## config.mk

```make
export PLATFORM = sky130hd
export DESIGN_NAME = exe_mdu
export DESIGN_NICKNAME = d
export VERILOG_FILES = /design/src/rtl/exe_mdu_pkg.sv /design/src/rtl/exe_mdu_div_core.sv /design/src/rtl/exe_mdu.sv
export SDC_FILE = /design/constraint.sdc
export NUM_CORES = 1
export LEC_CHECK = 0
export ABC_CLOCK_PERIOD_IN_PS = 4400
export BUFFER_PORTS_ARGS = -buffer_cell sky130_fd_sc_hd__buf_2
export CAP_MARGIN = 15
export CELL_PAD_IN_SITES_DETAIL_PLACEMENT = 2
export CELL_PAD_IN_SITES_GLOBAL_PLACEMENT = 2
export CORE_ASPECT_RATIO = 0.5
export CORE_MARGIN = 5
export CORE_UTILIZATION = 33
export CTS_CLUSTER_SIZE = 14
export DETAILED_ROUTE_END_ITERATION = 16
export HOLD_SLACK_MARGIN = 0.15
export PLACE_DENSITY_LB_ADDON = 0.1
export SYNTH_ARGS = -nofsm -noshare
export SYNTH_HDL_FRONTEND = slang
export SYNTH_SLANG_ARGS = --single-unit
```

## constraint.sdc

```tcl
create_clock -name clk -period 4.4 [get_ports clk]
set_clock_uncertainty 0.2 [all_clocks]
set_input_delay 1.1 -clock clk [delete_from_list [all_inputs] [get_ports clk]]
set_output_delay 1.1 -clock clk [all_outputs]
set_load 0.02 [all_outputs]
```

## src/rtl/exe_mdu_pkg.sv

```systemverilog
// Shared CPU defines for the EXE-stage multiply/divide unit: op codes, FSM states, divider length.
// MULT/MULTU and the MUL state exist only when MDU_MULT_EN is defined.
package exe_mdu_pkg;

  typedef enum logic [2:0] {
    MDU_NOP   = 3'd0,
    MDU_MULT  = 3'd1,
    MDU_MULTU = 3'd2,
    MDU_DIV   = 3'd3,
    MDU_DIVU  = 3'd4,
    MDU_MTHI  = 3'd5,
    MDU_MTLO  = 3'd6
  } mdu_op_t;

  typedef enum logic [1:0] {
    S_IDLE = 2'd0,
`ifdef MDU_MULT_EN
    S_MUL  = 2'd1,
`endif
    S_DIV  = 2'd2,
    S_DONE = 2'd3
  } mdu_state_t;

  localparam int DIV_CYCLES = 32;
  localparam int DIV_CNT_W  = $clog2(DIV_CYCLES);

  // Two's-complement negate when neg is set; used both for |x| and for re-signing.
  function automatic logic [31:0] mag32(input logic [31:0] v, input logic neg);
    return neg ? (~v + 32'd1) : v;
  endfunction

endpackage

```

## src/rtl/exe_mdu_div_core.sv

```systemverilog
// Radix-2 restoring divider datapath: operand and partial-remainder registers plus the step counter.
// Works on unsigned magnitudes; the caller handles signs.
module mdu_div_core
  import exe_mdu_pkg::*;
(
  input  logic        clk,
  input  logic        rst,
  input  logic        load,
  input  logic        step,
  input  logic [31:0] dividend,
  input  logic [31:0] divisor,
  output logic [31:0] quotient,
  output logic [31:0] remainder,
  output logic        last,
  output logic        divisor_zero
);

  logic [31:0]          quo_q;
  logic [31:0]          rem_q;
  logic [31:0]          dsr_q;
  logic [DIV_CNT_W-1:0] cnt_q;
  logic [32:0]          shifted;
  logic [33:0]          diff;
  logic                 unused_diff_bit;

  // The quotient register doubles as the dividend shifter: its MSB feeds the remainder.
  assign shifted         = {rem_q, quo_q[31]};
  assign diff            = {1'b0, shifted} - {2'b00, dsr_q};
  assign unused_diff_bit = diff[32];

  always_ff @(posedge clk) begin
    if (rst) begin
      quo_q <= '0;
      rem_q <= '0;
      dsr_q <= '0;
      cnt_q <= '0;
    end else if (load) begin
      quo_q <= dividend;
      rem_q <= '0;
      dsr_q <= divisor;
      cnt_q <= DIV_CNT_W'(DIV_CYCLES - 1);
    end else if (step) begin
      if (!diff[33]) begin
        rem_q <= diff[31:0];
        quo_q <= {quo_q[30:0], 1'b1};
      end else begin
        rem_q <= shifted[31:0];
        quo_q <= {quo_q[30:0], 1'b0};
      end
      cnt_q <= cnt_q - 1'b1;
    end
  end

  assign quotient     = quo_q;
  assign remainder    = rem_q;
  assign last         = (cnt_q == '0);
  assign divisor_zero = (dsr_q == '0);

endmodule

```

## src/rtl/exe_mdu.sv

```systemverilog
// EXE-stage multiply/divide unit: FSM, sign fix-up and HI/LO output muxing around mdu_div_core.
// Define MDU_MULT_EN to build MULT/MULTU support (MUL state and multiplier).
//
// state  | meaning
// IDLE   | waiting; MTHI/MTLO pass through; MULT/DIV start here
// MUL    | product registered, written to HI/LO this cycle
// DIV    | 32 restoring steps, counter 31 down to 0
// DONE   | quotient to LO, remainder to HI
module exe_mdu
  import exe_mdu_pkg::*;
(
  input  logic        clk,
  input  logic        rst,
  input  logic [2:0]  EXE_MDUOp,
  input  logic [31:0] EXE_SrcA,
  input  logic [31:0] EXE_SrcB,
  input  logic        EXE_Flush,
  output logic        EXE_MDUBusy,
  output logic [31:0] EXE_HI,
  output logic [31:0] EXE_LO,
  output logic        EXE_HIWr,
  output logic        EXE_LOWr
);

  mdu_state_t  state_q;
  logic        q_neg_q;
  logic        r_neg_q;
  logic        is_div_op;
  logic        is_signed;
  logic        start;
  logic        div_load;
  logic        div_step;
  logic        div_last;
  logic        div_zero;
  logic [31:0] div_quo;
  logic [31:0] div_rem;
  logic [31:0] quo_fix;
  logic [31:0] rem_fix;

  assign is_div_op = (EXE_MDUOp == MDU_DIV) || (EXE_MDUOp == MDU_DIVU);
  assign is_signed = (EXE_MDUOp == MDU_DIV) || (EXE_MDUOp == MDU_MULT);

`ifdef MDU_MULT_EN
  logic        is_mul_op;
  logic [63:0] ext_a;
  logic [63:0] ext_b;
  logic [63:0] prod_q;

  assign is_mul_op = (EXE_MDUOp == MDU_MULT) || (EXE_MDUOp == MDU_MULTU);
  assign start     = (state_q == S_IDLE) && (is_div_op || is_mul_op) && !EXE_Flush;
  // Sign-extending to 64 bits makes one unsigned multiply correct for both MULT and MULTU.
  assign ext_a     = {{32{is_signed & EXE_SrcA[31]}}, EXE_SrcA};
  assign ext_b     = {{32{is_signed & EXE_SrcB[31]}}, EXE_SrcB};
`else
  assign start     = (state_q == S_IDLE) && is_div_op && !EXE_Flush;
`endif

  assign div_load = start && is_div_op;
  assign div_step = (state_q == S_DIV) && !EXE_Flush;

  mdu_div_core u_div_core (
    .clk          (clk),
    .rst          (rst),
    .load         (div_load),
    .step         (div_step),
    .dividend     (mag32(EXE_SrcA, is_signed & EXE_SrcA[31])),
    .divisor      (mag32(EXE_SrcB, is_signed & EXE_SrcB[31])),
    .quotient     (div_quo),
    .remainder    (div_rem),
    .last         (div_last),
    .divisor_zero (div_zero)
  );

  always_ff @(posedge clk) begin
    if (rst) begin
      state_q <= S_IDLE;
      q_neg_q <= 1'b0;
      r_neg_q <= 1'b0;
`ifdef MDU_MULT_EN
      prod_q  <= '0;
`endif
    end else if (EXE_Flush) begin
      state_q <= S_IDLE;
    end else begin
      case (state_q)
        S_IDLE: begin
          if (div_load) begin
            state_q <= S_DIV;
            q_neg_q <= is_signed & (EXE_SrcA[31] ^ EXE_SrcB[31]);
            r_neg_q <= is_signed & EXE_SrcA[31];
          end
`ifdef MDU_MULT_EN
          else if (start) begin
            state_q <= S_MUL;
            prod_q  <= ext_a * ext_b;
          end
`endif
        end
`ifdef MDU_MULT_EN
        S_MUL:   state_q <= S_IDLE;
`endif
        S_DIV:   if (div_last) state_q <= S_DONE;
        S_DONE:  state_q <= S_IDLE;
        default: state_q <= S_IDLE;
      endcase
    end
  end

  // Divide by zero keeps the all-ones quotient unsigned; the remainder re-signs back to the dividend.
  assign quo_fix = div_zero ? 32'hFFFF_FFFF : mag32(div_quo, q_neg_q);
  assign rem_fix = mag32(div_rem, r_neg_q);

  always_comb begin
    EXE_MDUBusy = 1'b0;
    EXE_HIWr    = 1'b0;
    EXE_LOWr    = 1'b0;
    EXE_HI      = '0;
    EXE_LO      = '0;
    if (!EXE_Flush) begin
      case (state_q)
        S_IDLE: begin
          if (start) begin
            EXE_MDUBusy = 1'b1;
          end else if (EXE_MDUOp == MDU_MTHI) begin
            EXE_HIWr = 1'b1;
            EXE_HI   = EXE_SrcA;
          end else if (EXE_MDUOp == MDU_MTLO) begin
            EXE_LOWr = 1'b1;
            EXE_LO   = EXE_SrcA;
          end
        end
`ifdef MDU_MULT_EN
        S_MUL: begin
          EXE_HIWr = 1'b1;
          EXE_LOWr = 1'b1;
          EXE_HI   = prod_q[63:32];
          EXE_LO   = prod_q[31:0];
        end
`endif
        S_DIV: EXE_MDUBusy = 1'b1;
        S_DONE: begin
          EXE_HIWr = 1'b1;
          EXE_LOWr = 1'b1;
          EXE_HI   = rem_fix;
          EXE_LO   = quo_fix;
        end
        default: ;
      endcase
    end
  end

endmodule

```

# After elaboration in Yosys (flattened, before gate mapping)
# Cells that the tools add are included.
[word_totals]
register_bits = 105
input_bits = 70
elab_cells = 81
[classes]
n_addsub = 6
eq_ne = 9
muxes = 35
n_bitwise = 9
n_reduce_logical = 15
[op_table]
columns = ["cell", "count"]
rows = [
  ["32-bit 2-to-1 mux", 15],
  ["32-bit by 1-bit adder with 32-bit output (second input constant)", 4],
  ["32-bit inverter", 4],
  ["32-bit one-hot mux with 2 select lines", 2],
  ["33-bit by 32-bit subtractor with 34-bit output", 1],
  ["32-bit logical NOT", 1],
  ["1-bit 2-to-1 mux", 10],
  ["5-bit 2-to-1 mux", 2],
  ["3-bit equality test (second input constant)", 3],
  ["1-bit one-hot mux with 2 select lines", 3],
  ["5-bit logical NOT", 1],
  ["5-bit by 1-bit subtractor with 5-bit output (second input constant)", 1],
  ["2-bit equality test (second input constant)", 2],
  ["1-bit logical AND", 4],
  ["2-bit 2-to-1 mux", 2],
  ["2-bit inequality test (second input constant)", 2],
  ["2-bit one-hot mux with 2 select lines", 1],
  ["2-bit OR reduction", 2],
  ["1-bit bitwise AND", 3],
  ["3-bit by 1-bit equality test with 1-bit output (second input constant)", 1],
  ["3-bit by 2-bit equality test with 1-bit output (second input constant)", 1],
  ["3-bit AND reduction", 1],
  ["2-bit logical NOT", 1],
  ["1-bit logical OR", 2],
  ["5 further kinds", 5],
]

# Longest topological paths before layout
[logic_depth]
ltp_word = 7
ltp_mapped = 13
mapped_depth_nobuf = 11

# By module
# From an unflattened synthesis, not the netlist that was laid out.
[unflattened]
hier_cells = 1399
area_unflattened_um2 = 10018.4
[modules_own_cells]
columns = ["module", "n_inst", "cells_each", "area_per_inst_um2", "seq_area_each_um2"]
rows = [
  ["mdu_div_core", 1, 766, 5984.5, 2021.9],
  ["exe_mdu", 1, 633, 4033.9, 80.1],
]

# Worst setup path after synthesis
# OpenSTA, ideal clock, no wires.
[synth_timing]
path_type = "register to output"
startpoint = "reg u_div_core.quo_q[10], in the netlist u_div_core.quotient[10]"
endpoint = "out EXE_LO[31]"
arrival_ps = 2653
path_slack_ps = 447
stages_incl_launch_ff = 8
cell_sequence = "dfxtp_1 -> or4_1 -> or3_1 -> or3_1 -> o31ai_1 -> xnor2_1 -> nor2_1 -> o21ai_0"
[synth_between]
elab_chain_cells = 6
[synth_lines]
columns = ["item", "line", "source"]
rows = [
  ["start: declaration", "exe_mdu_div_core.sv:18", "logic [31:0] quo_q;"],
  ["start signal: assignment", "exe_mdu_div_core.sv:38", "quo_q <= dividend;"],
  ["start signal: assignment", "exe_mdu_div_core.sv:45", "quo_q <= {quo_q[30:0], 1'b1};"],
  ["start signal: assignment", "exe_mdu_div_core.sv:48", "quo_q <= {quo_q[30:0], 1'b0};"],
  ["32-bit inverter", "exe_mdu_pkg.sv:29", "return neg ? (~v + 32'd1) : v;"],
  ["32-bit by 1-bit adder with 32-bit output", "exe_mdu_pkg.sv:29", ""],
  ["32-bit 2-to-1 mux", "exe_mdu_pkg.sv:29", ""],
  ["32-bit 2-to-1 mux", "exe_mdu.sv:110", "assign quo_fix = div_zero ? 32'hFFFF_FFFF : mag32(div_quo, q_neg_q);"],
  ["32-bit one-hot mux with 2 select lines", "exe_mdu.sv:120", "case (state_q)"],
  ["32-bit 2-to-1 mux", "exe_mdu.sv:119", "if (!EXE_Flush) begin"],
  ["end: declaration", "exe_mdu.sv:20", "output logic [31:0] EXE_LO,"],
]
# No other way between the ends.

# Final worst setup path
[layout_timing]
startpoint = "reg u_div_core.quo_q[10], in the netlist u_div_core.quotient[10]"
endpoint = "out EXE_LO[25]"
# Same word-level chain as after synthesis.

==> results.toml <==
[run_status]
outcome = "finished, final reports clean"

[pwr]
p_per_area_nw_per_um2 = 288.6
totalPowerFinal_mw = 3.291
peakVddDrop_uv = 209.8
leakage_nw = 4.634

[yosys]
synth_cell_type_count = 72
synth_edf_count = 0
synth-seq-area-share_pct = 21.32
synth_top_area_share_pct = 21.32
syn_avg_cell_area_um2 = 7.064
synthFlopType = "dfxtp_1"
synth_area_um2 = 9861
yosysTopAreaCell = "dfxtp_1"
synth.top_cells.by_area = "dfxtp_1 (21%), xnor2_1 (7.3%), nand2_1 (7.0%), nor2_1 (5.7%), a21oi_1 (5.3%)"
yosys.area_share.simple_pct = 23.69
synth_top_family_by_area = "compound AO/OA/AOI/OAI gates"
synthXorXnorAreaFrac_pct = 12.43
synth-compound-area-share_pct = 28.73
synthArstFlopShare_pct = 0
synthCells = 1396
ys_ff_latch = 105
syn_nets = 1508
synth-adder-area-share_pct = 5.405
yosys_warnings = 0
muxShareOfSynthArea_pct = 2.335

[finish]
nets = 1607
final_cell_mix = "nand2_1 (183), nor2_1 (149), buf_2 (136)"
antenna_cells = 0
final_common_cell = "nand2_1"
layout-drive-gt1-share_pct = 15.07
area.growth.synth_to_final_pct = 15.64
fill_cells = 3526
design_area_um2 = 11400
multi_input_area_um2 = 7279
regArea_um2 = 2102

[clock_tree]
clock_latency_ns = 0.39
cts_max_path_buffers = 2
clkTransAtPathRegs_ns = 0.08
root_buffer = "clkbuf_16"
holdBufCountCts = 0
cts_tree = "done"
numCtsBuffers = 9
cts.htree.levels = 3
cts_sinks = 105

[placement]
gp_congestion = 0.8445
pre_cts_ws_ns = 0.1851
dp_hpwl_mm = 33.98
io_buffers = 136
placed_cell_area_um2 = 10980

[drt]
routed_wl_mm = 43.77
first_iter_violations = 460
post_drt_wl_per_cell_um = 23.15
drtAntennaViolNets = 0
vias = 11000
via_per_inst = 5.816
route.detailed.drc = 0
dr.pass1.iters = 5

[die]
die_w_um = 254.5
start_util_pct = 33.73
die_y_um = 132.2
dieArea_um2 = 33650
num_rows = 44
io_pins = 137
core_region_area_um2 = 29230

[worst_setup_path]
slowest_delay_ns = 0.61
critPathKind = "reg2out"
cp-end-kind = "output port"
cp-start-kind = "flip-flop"
crit_chain = "or4_4 -> or3_4 -> or3_4 -> o41ai_2 -> xnor2_1 -> nor2_1 -> o21ai_1 -> buf_2"
cp_slowest_cell = "or4_4"
worst_path_most_repeated_cell = "or3_4"
worstPathMaxFanout = 7
cp.required_ns = 3.10
crit_arrival_ns = 2.99

[timing]
rsz0062_at_grt = "false"
hold_ws_ns = 0.3065
setup_slack_ns = 0.1100
maxSlewHeadroom_pct = 34.25
tns_ns = 0
min_period_over_period_pct = 97.50
setup_viol = 0
period_needed_ns = 4.290
fmax_mhz = 233.1
tightest_slew_ns = 0.9863
drv_slew = 0
hold_viol = 0

[global_route]
track_usage_pct = 25.21
overflow = 0
grt_pass1_wl_mm = 68.01
antenna_found_initial = 0
grt_max_degree = 85
grt_pass1_vias = 11770

[flow_run]
drv_cap = 0

[hold_path]
hold_path.class = "reg2reg"
## final timing paths
kind,from,endpoint,slack [ns],cells after the start
worst max-delay path,u_div_core.quotient[10]$_SDFFE_PP0P_,EXE_LO[25],0.11,8
worst min-delay path,u_div_core.dsr_q[15]$_SDFFE_PP0P_,u_div_core.dsr_q[15]$_SDFFE_PP0P_,0.31,2
worst max register to register,u_div_core.remainder[7]$_SDFFE_PP0P_,u_div_core.remainder[2]$_SDFFE_PP0P_,0.70,10
worst min register to register,u_div_core.dsr_q[15]$_SDFFE_PP0P_,u_div_core.dsr_q[15]$_SDFFE_PP0P_,0.31,2
## routing by layer
layer  track usage, %  wire (um)
met2            42.55      20720
met5                0          0
met4            4.976        619
met3            3.509       1552
met1            34.54      20880
## flip-flops by register name, indices dropped and copies added (netlist names)
signal and cells:
r_neg_q 1, state_q 2, u_div_core.remainder 32, u_div_core.dsr_q 32, u_div_core.quotient 32, q_neg_q 1
u_div_core.cnt_q 5
## cell usage after synthesis (3+ instances only)
cell type	n
a211oi_1	22
a21o_1	14
a21oi_1	104
a22oi_1	23
a311oi_1	33
a31oi_1	10
a41oi_1	3
and2_1	11
and3_1	6
and4_1	3
buf_1	8
buf_6	5
clkbuf_1	78
dfxtp_1	105
ha_1	41
inv_1	59
mux2i_1	23
nand2_1	184
nand2b_1	12
nand3_1	20
nand4_1	14
nor2_1	151
nor2b_1	4
nor3_1	26
nor3b_1	8
nor4_1	19
nor4b_1	3
o21a_1	8
o21ai_0	96
o21ai_1	22
o21bai_1	5
o22ai_1	11
o31a_1	8
o31ai_1	30
o41ai_1	14
or2_2	4
or3_1	18
or4_1	11
xnor2_1	82
xor2_1	58
## per-stage QoR
| step | instances | util (%) |
|---|---|---|
| 3_5_place_dp | 1873 | 37.57 |
| 4_1_cts | 1889 | 38.78 |
| 6_report | 1891 | 39.01 |
| 2_1_floorplan | 1396 | - |
| 5_1_grt | 1891 | 39.01 |
| 3_3_place_gp | 1873 | 37.57 |
## critical path, delay by kind of cell, from the launching register on
kind	cells	cell delay [ns]
XOR/XNOR	1	0.17
flip-flops	1	0.38
buffers and inverters	1	0.19
AO/OA/AOI/OAI	2	0.38
AND/OR/NAND/NOR	4	1.49
## what timing repair did
action                     4_1_cts  5_1_grt
buffers inserted                 0        1
gates resized for setup          7        9
setup endpoints to repair       17       19
cloned                           0        1
pin swaps                        0        0
## cells by family after synthesis
group | count (synthesis)
AOI/OAI and AO/OA | 430
xor gates and xnor gates | 140
adders and majority gates | 42
buffers and inverters | 150
DFF | 105
muxes | 23
and+or+nand+nor | 506
## report_power, final
| group | switching (mW) | internal (mW) | total (mW) |
|---|---|---|---|
| Sequential | 0.0649 | 0.998 | 1.06 |
| Clock | 0.459 | 0.459 | 0.918 |
| Combinational | 0.824 | 0.485 | 1.31 |
## cell type report
cell class	count	area share (%)
well taps	391	4.290
flip-flops and latches	105	18.43
clock inverters	6	0.7571
clock buffers	10	2.008
inverters	59	1.942
repair buffers	178	8.734
multi-input cells	1142	63.84
No activity file was read; power rests on OpenSTA's default activity.
